==> src/rtl/dma_pkg.sv <==
`timescale 1ns/1ps
`default_nettype none
// ============================================================================
//  Module      : dma_pkg
//  Description : Shared widths, limits and FSM encoding for dma_copy_engine.
//  Revision    : 1.0 - initial release
// ============================================================================
package dma_pkg;

   localparam int DMA_ADDR_W = 10;    // 1024-entry memory
   localparam int DMA_DATA_W = 8;     // byte-wide memory
   localparam int DMA_LEN_W  = 11;    // lengths 0..1024 need 11 bits
   localparam int MAX_LEN    = 1024;  // one full memory image

   // Copy-engine states; explicit 3-bit encoding
   typedef enum logic [2:0] {
      IDLE = 3'd0,
      RD   = 3'd1,
      CAP  = 3'd2,
      WR   = 3'd3,
      FIN  = 3'd4
   } state_t;

endpackage : dma_pkg
`default_nettype wire

==> src/rtl/dma_copy_engine.sv <==
`timescale 1ns/1ps
`default_nettype none
// ============================================================================
//  Module      : dma_copy_engine
//  Description : Single-channel memory-to-memory byte copier. Drives the
//                single-port program memory with RD / CAP / WR cycles per
//                byte. Every output is a flop, so start and mem_rdata never
//                reach a pin combinationally.
//  Revision    : 1.0 - initial release
// ============================================================================
module dma_copy_engine
   import dma_pkg::*;
#(
   parameter int ADDR_W = DMA_ADDR_W,
   parameter int DATA_W = DMA_DATA_W,
   parameter int LEN_W  = DMA_LEN_W
)(
   input  logic              clk,
   input  logic              rst_out,
   input  logic              start,
   input  logic [ADDR_W-1:0] src_addr,
   input  logic [ADDR_W-1:0] dst_addr,
   input  logic [LEN_W-1:0]  length,
   output logic              busy,
   output logic              done,
   output logic [LEN_W-1:0]  xfer_count,
   output logic [ADDR_W-1:0] mem_addr,
   output logic [DATA_W-1:0] mem_wdata,
   output logic              mem_nW_R,
   output logic              mem_ce,
   input  logic [DATA_W-1:0] mem_rdata
);

   localparam logic [LEN_W-1:0] C_MAX_LEN = LEN_W'(MAX_LEN);

   state_t            state_q, state_d;
   logic [ADDR_W-1:0] src_q,   src_d;
   logic [ADDR_W-1:0] dst_q,   dst_d;
   logic [ADDR_W-1:0] addr_q,  addr_d;
   logic [LEN_W-1:0]  len_q,   len_d;
   logic [LEN_W-1:0]  cnt_q,   cnt_d;      // byte index i, also xfer_count
   logic [DATA_W-1:0] hold_q,  hold_d;     // byte in flight, drives mem_wdata
   logic              busy_q,  busy_d;
   logic              done_q,  done_d;
   logic              ce_q,    ce_d;
   logic              nwr_q,   nwr_d;
   logic [LEN_W-1:0]  cnt_inc;

   assign cnt_inc = cnt_q + LEN_W'(1);

   // Next-state, datapath and registered-output precomputation
   always_comb begin
      state_d = state_q;
      src_d   = src_q;
      dst_d   = dst_q;
      len_d   = len_q;
      cnt_d   = cnt_q;
      hold_d  = hold_q;
      addr_d  = addr_q;

      case (state_q)
         IDLE: begin
            if (start) begin
               cnt_d = '0;
               if (length == '0) begin
                  // Nothing to move: report completion without touching memory
                  state_d = FIN;
               end else begin
                  src_d   = src_addr;
                  dst_d   = dst_addr;
                  len_d   = (length > C_MAX_LEN) ? C_MAX_LEN : length;
                  state_d = RD;
               end
            end
         end
         RD:  state_d = CAP;
         CAP: begin
            // Memory output register is valid during this cycle
            hold_d  = mem_rdata;
            state_d = WR;
         end
         WR: begin
            cnt_d   = cnt_inc;
            state_d = (cnt_inc == len_q) ? FIN : RD;
         end
         FIN:     state_d = IDLE;
         default: state_d = IDLE;
      endcase

      // Pins are registered from the state being entered so they line up
      // with that state's cycle.
      busy_d = (state_d == RD) || (state_d == CAP) || (state_d == WR);
      done_d = (state_d == FIN);
      ce_d   = (state_d == RD) || (state_d == WR);
      nwr_d  = (state_d == WR);

      // Address wraps naturally modulo 2^ADDR_W
      if (state_d == RD) begin
         addr_d = src_d + cnt_d[ADDR_W-1:0];
      end else if (state_d == WR) begin
         addr_d = dst_q + cnt_q[ADDR_W-1:0];
      end
   end

   // State and datapath registers; reset takes the memory port off at once
   always_ff @(posedge clk or posedge rst_out) begin
      if (rst_out) begin
         state_q <= IDLE;
         src_q   <= '0;
         dst_q   <= '0;
         addr_q  <= '0;
         len_q   <= '0;
         cnt_q   <= '0;
         hold_q  <= '0;
         busy_q  <= 1'b0;
         done_q  <= 1'b0;
         ce_q    <= 1'b0;
         nwr_q   <= 1'b0;
      end else begin
         state_q <= state_d;
         src_q   <= src_d;
         dst_q   <= dst_d;
         addr_q  <= addr_d;
         len_q   <= len_d;
         cnt_q   <= cnt_d;
         hold_q  <= hold_d;
         busy_q  <= busy_d;
         done_q  <= done_d;
         ce_q    <= ce_d;
         nwr_q   <= nwr_d;
      end
   end

   assign busy       = busy_q;
   assign done       = done_q;
   assign xfer_count = cnt_q;
   assign mem_addr   = addr_q;
   assign mem_wdata  = hold_q;
   assign mem_nW_R   = nwr_q;
   assign mem_ce     = ce_q;

endmodule : dma_copy_engine
`default_nettype wire

==> config.mk <==
export PLATFORM = sky130hd
export DESIGN_NAME = dma_copy_engine
export DESIGN_NICKNAME = d
export VERILOG_FILES = /design/src/rtl/dma_pkg.sv /design/src/rtl/dma_copy_engine.sv
export SDC_FILE = /design/constraint.sdc
export NUM_CORES = 1
export LEC_CHECK = 0
export CORE_ASPECT_RATIO = 0.8
export CORE_MARGIN = 3
export CORE_UTILIZATION = 47
export CTS_CLUSTER_DIAMETER = 50
export DETAILED_ROUTE_END_ITERATION = 8
export GPL_ROUTABILITY_DRIVEN = 0
export PLACE_DENSITY_LB_ADDON = 0.08
export SETUP_SLACK_MARGIN = 0.5
export SLEW_MARGIN = 0
export SYNTH_ARGS = -nofsm -noshare
export SYNTH_HDL_FRONTEND = slang
export SYNTH_SLANG_ARGS = --single-unit
==> constraint.sdc <==
create_clock -name clk -period 3.9 [get_ports clk]
set_input_delay 0.39 -clock clk [delete_from_list [all_inputs] [get_ports clk]]
set_output_delay 0.39 -clock clk [all_outputs]
set_load 0.05 [all_outputs]
==> metrics.txt, run 1 <==
Crit Path Max Fanout 21; portion of the post-synthesis area used by sequential elements 0.4280; worst hold slack 0.3668 ns; Worst IR Drop VDD 0.4971 mV; maximum frequency from static timing analysis 0.3064 GHz; initial antenna violation count 0; count of buffer and inverter cells on the critical path 3; clock tree buffer depth 2; number of max-capacitance violations reported 0; post-synthesis instance area 3918 µm²; top_reg_cell synth sky130_fd_sc_hd__dfrtp_1; total wirelength of the detailed-routed design 10.00 mm; clock sink count 67; most used cells in the layout excluding fill and tap cells sky130_fd_sc_hd__nand2_1 (92), sky130_fd_sc_hd__clkdlybuf4s50_1 (69), sky130_fd_sc_hd__dfrtp_1 (62); critical path endpoint category flop; setup slack, reg-to-reg 0.64 ns; Rows 29; total clock buffers created by CTS 9; wire length of the first global-routing pass 16.26 mm; pin count of the biggest net entering global routing 46; Cells after Synth 423; top area cells in the synthesized netlist sky130_fd_sc_hd__dfrtp_1 (43%), sky130_fd_sc_hd__nand2_1 (8.8%), sky130_fd_sc_hd__ha_1 (6.1%), sky130_fd_sc_hd__o21ai_0 (3.8%), sky130_fd_sc_hd__mux2_2 (3.2%); effective utilization at floorplan 0.4885; number of synthesized flops with an enable pin 0; Final Setup Violations 0; portion of the clock cycle consumed by the worst path in the final layout 0.8368; sequential share of power 0.277; violation count after the first detailed-route iteration 137; DPL Wire Length 7.311 mm; power per unit of standard cell area 805.1 nW/µm²; number of antenna cells inserted 0; placed cell count 603; post-synthesis net count 486; final count of hold timing violations 0; clock network fraction of design power 0.157; actual slew at the worst max-slew pin 1.186 ns; commonest non-fill, non-tap cell in the layout sky130_fd_sc_hd__nand2_1; per-cell routed wire length 15.98 µm; portion of synthesized cell area occupied by the leading cell type 0.4280; count of yosys warnings during synthesis 0; Die Y 87.66 µm; endpoint of the worst-slack reg-to-reg timing path mem_addr[7]; status finished clean; TritonCTS clock tree built; Max H-tree Level 3; Slew Limit Headroom 0.2063; largest area contributor in the netlist sky130_fd_sc_hd__dfrtp_1; leakage component of the power 2.441 nW; Final Skew 0.01059 ns; layout cells sized above 1 0.1583; total via count in the routed design 3363; cells traversed along the worst timing path clkdlybuf4s50_1, or4b_4, nor2_4, buf_12, nand2_1, nand2_1, ha_1, a21o_1, a221oi_2, a21oi_2, buf_4, xor2_1, nor2_1, a21oi_1, mux2_2; number of cells on the worst reg-to-reg path 14; worst stage delay on the critical path 0.50 ns; path type of the worst min-delay path in2reg; via count normalized by instance count 5.372; worst setup slack before clock tree synthesis -0.04693 ns; overall routing resource usage 0.2206; non-filler cells in the finished layout 626; DRC violation count after routing 0; post-route setup slack 0.6363 ns; clk root buf sky130_fd_sc_hd__clkbuf_8; time the worst path needs with I/O delays and setup 3.264 ns; flip-flop and latch count after synthesis 67; mean instance size in the synthesized netlist 9.261 µm²; share of synthesized registers carrying an async set or reset 1.000; destination of the critical timing path mem_addr[7]; worst skew pair latency 0.35 ns; Area growth, synth to finish 34.01%; critical path launch point type input pin; internal power summed over all cells 0.002353 W; post-route ant nets 0; area of the die 9474 µm²; number of primary I/O pins 75; CP most frequent cell sky130_fd_sc_hd__nand2_1; part of the power in combinational logic 0.566; worst setup path category in2reg; total overflow reported by the global router 0; data arrival time of the worst path 3.50 ns; origin of the critical flop-to-flop path state_q[1]; Post-CTS Hold Buffers 0; Data required, critical path 4.13 ns; core box area 8019 µm²; net switching fraction of the power 0.4432; number of buffers inserted by port buffering 74; width of the die 108.1 µm; Post-layout nets 576; vias in the first global route 3308; family with the most delay on the worst path simple AND/OR/NAND/NOR gates; logic depth of the worst path, buffers included 15; library cells used by synthesis 58; slowest library cell on the worst path sky130_fd_sc_hd__or4b_4; switching power 0.001873 W; count of pins over their slew limit 0; Pre-Repair DR Iteration Count 4; setup repair after global routing missed its margin no; clock slew seen by the registers of the worst setup and hold paths 0.08 ns; Worst setup startpoint start
==> state kept, by name, summed over array words and instances, names as in the netlist <==
| name | cells |
|---|---|
| mem_ce | 1 |
| busy | 1 |
| src_q | 10 |
| mem_nW_R | 1 |
| len_q | 11 |
| xfer_count | 11 |
| done | 1 |
| mem_addr | 10 |
| state_q | 3 |
| mem_wdata | 8 |
| dst_q | 10 |
==> worst min-delay path by stage <==
| stage | slack [ns] | cells past startpoint | endpoint | start |
|---|---|---|---|---|
| final | 0.37 | 3 | len_q[5] | length[5] |
| after floorplan | 0.44 | 2 | src_q[0] | src_q[0] |
| after global routing | 0.36 | 3 | len_q[5] | length[5] |
| after CTS | 0.38 | 2 | mem_wdata[0] | rst_out |
| after detailed placement | 0.47 | 2 | src_q[4] | src_q[4] |
| after global placement | 0.46 | 2 | src_q[0] | src_q[0] |
==> power groups by stage <==
stage / clock network, W / logic [W] / registers, W
floorplan: 0 / 0.00124 / 0.00155
global placement: 0 / 0.00227 / 0.00117
detailed placement: 0 / 0.00230 / 0.00118
CTS: 0.000683 / 0.00232 / 0.00117
global route: 0.000710 / 0.00261 / 0.00121
finish: 0.000664 / 0.00239 / 0.00117
==> timing repair <==
action / in CTS / in global routing
buffers inserted: 0 / 7
setup endpoints to repair: 5 / 6
cloned: 0 / 0
resized for setup: 5 / 24
pin swaps: 1 / 7
==> synth_stat cells (2+ instances only) <==
| library cell | number |
|---|---|
| sky130_fd_sc_hd__mux2_2 | 11 |
| sky130_fd_sc_hd__buf_4 | 3 |
| sky130_fd_sc_hd__nand4_1 | 3 |
| sky130_fd_sc_hd__and3_1 | 5 |
| sky130_fd_sc_hd__nand3_1 | 6 |
| sky130_fd_sc_hd__inv_1 | 12 |
| sky130_fd_sc_hd__nor2_1 | 23 |
| sky130_fd_sc_hd__mux2i_1 | 4 |
| sky130_fd_sc_hd__o31ai_1 | 3 |
| sky130_fd_sc_hd__a21o_1 | 8 |
| sky130_fd_sc_hd__o211a_1 | 2 |
| sky130_fd_sc_hd__a31oi_1 | 2 |
| sky130_fd_sc_hd__o21bai_1 | 2 |
| sky130_fd_sc_hd__nor4_1 | 2 |
| sky130_fd_sc_hd__and4_1 | 3 |
| sky130_fd_sc_hd__nand2_1 | 92 |
| sky130_fd_sc_hd__nor2b_1 | 6 |
| sky130_fd_sc_hd__or4b_2 | 2 |
| sky130_fd_sc_hd__a221oi_1 | 2 |
| sky130_fd_sc_hd__xor2_1 | 13 |
| sky130_fd_sc_hd__nand3b_1 | 13 |
| sky130_fd_sc_hd__nor3_1 | 7 |
| sky130_fd_sc_hd__xnor2_1 | 14 |
| sky130_fd_sc_hd__o41ai_1 | 2 |
| sky130_fd_sc_hd__ha_1 | 19 |
| sky130_fd_sc_hd__nand2b_1 | 2 |
| sky130_fd_sc_hd__clkbuf_1 | 14 |
| sky130_fd_sc_hd__fa_1 | 2 |
| sky130_fd_sc_hd__o211ai_1 | 2 |
| sky130_fd_sc_hd__and2_1 | 2 |
| sky130_fd_sc_hd__nor3b_1 | 3 |
| sky130_fd_sc_hd__dfrtp_1 | 67 |
| sky130_fd_sc_hd__o21ai_0 | 30 |
| sky130_fd_sc_hd__a21oi_1 | 18 |
==> through the flow <==
stage	util	TNS [ns]	cell area [µm²]	power, W
2_1_floorplan	-	0	3934	0.002787
3_3_place_gp	0.6054	0	4855	0.003441
3_5_place_dp	0.6054	-0.04693	4855	0.003479
4_1_cts	0.6368	0	5106	0.004176
5_1_grt	0.6547	0	5250	0.004530
6_report	0.6547	0	5250	0.004227
==> cell type report <==
cell class / count / area [µm²]
clock buffer: 10 / 137.6
clock inverter: 6 / 88.84
fill: 672 / 2769
inverter: 12 / 45.04
multi-input combinational: 324 / 2203
sequential: 67 / 1683
tap: 108 / 135.1
timing repair buffer: 99 / 957.2
==> worst register-to-register path, cell delays in order, from the launching register on <==
cell and delay [ns]:
sky130_fd_sc_hd__dfrtp_2 0.46, sky130_fd_sc_hd__or4b_4 0.57, sky130_fd_sc_hd__nor2_4 0.15, sky130_fd_sc_hd__buf_12 0.17, sky130_fd_sc_hd__nand2_1 0.07, sky130_fd_sc_hd__nand2_1 0.09
sky130_fd_sc_hd__ha_1 0.23, sky130_fd_sc_hd__a21o_1 0.21, sky130_fd_sc_hd__a221oi_2 0.37, sky130_fd_sc_hd__a21oi_2 0.12, sky130_fd_sc_hd__buf_4 0.14, sky130_fd_sc_hd__xor2_1 0.13
sky130_fd_sc_hd__nor2_1 0.09, sky130_fd_sc_hd__a21oi_1 0.05, sky130_fd_sc_hd__mux2_2 0.30
==> cell families (layout without fill, tap and decap cells) <==
| group | after synthesis | in the layout | share of synthesized area |
|---|---|---|---|
| compound gates | 87 | 87 | 0.1488 |
| flops | 67 | 67 | 0.4280 |
| xor+xnor | 27 | 27 | 0.06036 |
| fa+ha+maj | 21 | 21 | 0.07090 |
| mux | 15 | 15 | 0.04184 |
| simple gates | 174 | 174 | 0.2143 |
| buf+inv | 32 | 127 | 0.03577 |
==> metal layers <==
metal,track usage,up-vias,routed length [µm]
met3,0.05158,12,566
li1,-,1669,-
met4,0.06537,0,127
met1,0.3100,1597,4853
met5,0,-,0
met2,0.3426,85,4457
Note: power is estimated with default switching activity, not from simulation.
==> inputs of run 2 (changes only) <==
- clock period: 3.9 -> 2.84 ns (I/O delays scaled with it)
==> metrics.txt, run 2 (synthesis gave the netlist of run 1 again) <==
path type of the worst min-delay path in2async; per-cell routed wire length 16.49 µm (+3.2%); post-route standard cell area excluding fillers 5911 µm² (+13%); data arrival time of the worst path 3.31 ns (-0.19 ns); wire length of the first global-routing pass 17.91 mm (+10%); number of antenna cells inserted 0 (unchanged); post-route ant nets 0 (unchanged); slowest library cell on the worst path sky130_fd_sc_hd__or4b_4; endpoint of the worst-slack reg-to-reg timing path mem_addr[8]; DRC violation count after routing 0 (unchanged); most used cells in the layout excluding fill and tap cells sky130_fd_sc_hd__nand2_1 (83), sky130_fd_sc_hd__clkdlybuf4s50_1 (74), sky130_fd_sc_hd__buf_4 (70); final count of hold timing violations 0 (unchanged); width of the die 108.1 µm (unchanged); total via count in the routed design 3679 (+9.4%); origin of the critical flop-to-flop path state_q[2]; vias in the first global route 3523 (+6.5%); actual slew at the worst max-slew pin 0.6854 ns (-0.5008 ns); initial antenna violation count 0 (unchanged); portion of the clock cycle consumed by the worst path in the final layout 1.080; critical path launch point type flop; count of pins over their slew limit 0 (unchanged); count of buffer and inverter cells on the critical path 1 (-2); clock slew seen by the registers of the worst setup and hold paths 0.07 ns (about the same); Rows 29 (unchanged); worst hold slack 0.3533 ns (-0.01350 ns); DPL Wire Length 8.067 mm (+10%); total overflow reported by the global router 0 (unchanged); clock sink count 67 (unchanged); pin count of the biggest net entering global routing 38 (-17%); Slew Limit Headroom 0.5424 (+0.3361); number of cells on the worst reg-to-reg path 13 (-1); worst setup path category reg2reg; Final Setup Violations 6 (+6); Worst IR Drop VDD 0.8796 mV (+77%); clk root buf sky130_fd_sc_hd__clkbuf_8; Post-layout nets 634 (+10%); setup repair after global routing missed its margin yes; area of the die 9474 µm² (unchanged); setup slack, reg-to-reg -0.23 ns (-0.86 ns); family with the most delay on the worst path simple AND/OR/NAND/NOR gates; Design Power 0.006647 W (+57%); area of the multi-input gates 2352 µm² (+6.8%); Die Y 87.66 µm (unchanged); number of max-capacitance violations reported 0 (unchanged); TritonCTS clock tree built; core box area 8019 µm² (unchanged); worst stage delay on the critical path 0.57 ns (+0.07 ns); effective utilization at floorplan 0.4885 (unchanged); clock tree buffer depth 2 (unchanged); commonest non-fill, non-tap cell in the layout sky130_fd_sc_hd__nand2_1; Filler Cells Inserted 599 (-11%); power per unit of standard cell area 1125 nW/µm² (+40%); Final Skew 0.006551 ns (-0.004040 ns); violation count after the first detailed-route iteration 169 (+23%); Max H-tree Level 3 (unchanged); via count normalized by instance count 5.379 (+0.12%); final total negative setup slack -0.9477 ns (-0.9477 ns); total wirelength of the detailed-routed design 11.28 mm (+13%); Data required, critical path 3.08 ns (-1.05 ns); Area growth, synth to finish 50.88%; failing checks setup timing; overall routing resource usage 0.2493 (+0.02870); critical path endpoint category flop; time the worst path needs with I/O delays and setup 3.066 ns; worst skew pair latency 0.36 ns (about the same); layout cells sized above 1 0.2795 (+0.1212); leakage component of the power 2.763 nW (+13%); placed instance area 5301 µm² (+9.2%); status finished, violations left; total clock buffers created by CTS 9 (unchanged); cells traversed along the worst timing path or4b_4, nor2_4, buf_6, nand2_1, nand2_2, ha_4, nor2b_1, o21ai_1, a21o_1, a21oi_2, or3_4, nand3b_1, a31oi_2; post-route setup slack -0.2264 ns (-0.8627 ns); Post-CTS Hold Buffers 0 (unchanged); number of buffers inserted by port buffering 74 (unchanged); Pre-Repair DR Iteration Count 5 (+1); Crit Path Max Fanout 6 (-71%); maximum frequency from static timing analysis 0.3261 GHz; number of primary I/O pins 75 (unchanged); Sequential cell area 1683 µm² (unchanged)
-- run 2: changes by cell type in the layout (fill, tap and decap cells not counted), moves of 4 or more --
cell / before / now
sky130_fd_sc_hd__o21ai_0: 29 / 24
sky130_fd_sc_hd__nand2_2: 0 / 5
sky130_fd_sc_hd__buf_6: 1 / 7
sky130_fd_sc_hd__dlymetal6s2s_1: 5 / 0
sky130_fd_sc_hd__nand2_4: 0 / 4
sky130_fd_sc_hd__clkdlybuf4s50_1: 69 / 74
sky130_fd_sc_hd__buf_4: 23 / 70
sky130_fd_sc_hd__o21ai_1: 1 / 6
sky130_fd_sc_hd__nand2_1: 92 / 83
-- run 2: worst max path at each step --
stage	from	to	slack, ns	cells past startpoint
detailed placement	length[8]	mem_addr[9]	-0.54	16
floorplan	state_q[1]	mem_addr[8]	-0.16	17
global route	state_q[2]	mem_addr[9]	-0.41	13
CTS	state_q[2]	mem_addr[9]	-0.21	12
finish	state_q[2]	mem_addr[8]	-0.23	13
global placement	length[8]	mem_addr[9]	-0.48	15
-- run 2: final cells by class --
class / instances / share of cell area
clock buffers: 12 / 0.02625
clock inverters: 4 / 0.01228
inverters: 12 / 0.007621
multi-input cells: 324 / 0.3980
flip-flops and latches: 67 / 0.2847
well taps: 108 / 0.02286
repair buffers: 157 / 0.2483
-- run 2: per-layer routing --
| metal | up-vias | track usage | wire length, µm | part of all wire |
|---|---|---|---|---|
| met2 | 123 | 0.4069 | 5242 | 0.46 |
| met3 | 18 | 0.05895 | 721 | 0.064 |
| met4 | 0 | 0.07110 | 160 | 0.014 |
| met5 | - | 0 | 0 | 0 |
| li1 | 1779 | - | - | - |
| met1 | 1759 | 0.3352 | 5154 | 0.46 |
-- run 2: report_power, final --
group	switching, W	internal (W)	leakage (nW)
registers	0.000223	0.00135	0.831
clock network	0.000371	0.000541	0.113
logic	0.00224	0.00192	1.82
total	0.00284	0.00381	2.76
-- run 2: repair_timing --
item / 4_1_cts / 5_1_grt
hold endpoints to repair: 0 / 0
pin swaps: 22 / 14
endpoints found under the setup margin: 12 / 12
cloned: 1 / 0
resized for setup: 31 / 14
buffers inserted: 19 / 2
-- run 2: worst reg2reg max path, cell delays in order (launching register included) --
cell	delay (ns)
sky130_fd_sc_hd__dfrtp_2	0.46
sky130_fd_sc_hd__or4b_4	0.57
sky130_fd_sc_hd__nor2_4	0.21
sky130_fd_sc_hd__buf_6	0.16
sky130_fd_sc_hd__nand2_1	0.07
sky130_fd_sc_hd__nand2_2	0.08
sky130_fd_sc_hd__ha_4	0.20
sky130_fd_sc_hd__nor2b_1	0.12
sky130_fd_sc_hd__o21ai_1	0.17
sky130_fd_sc_hd__a21o_1	0.21
sky130_fd_sc_hd__a21oi_2	0.08
sky130_fd_sc_hd__or3_4	0.40
sky130_fd_sc_hd__nand3b_1	0.13
sky130_fd_sc_hd__a31oi_2	0.09
-- run 2: metrics by stage --
step,instances,util,setup slack [ns]
after floorplan,423,-,-0.1629
after global placement,646,0.6611,-0.4774
after detailed placement,646,0.6611,-0.5391
after CTS,682,0.7294,-0.2148
after global routing,684,0.7371,-0.4069
final,684,0.7371,-0.2264
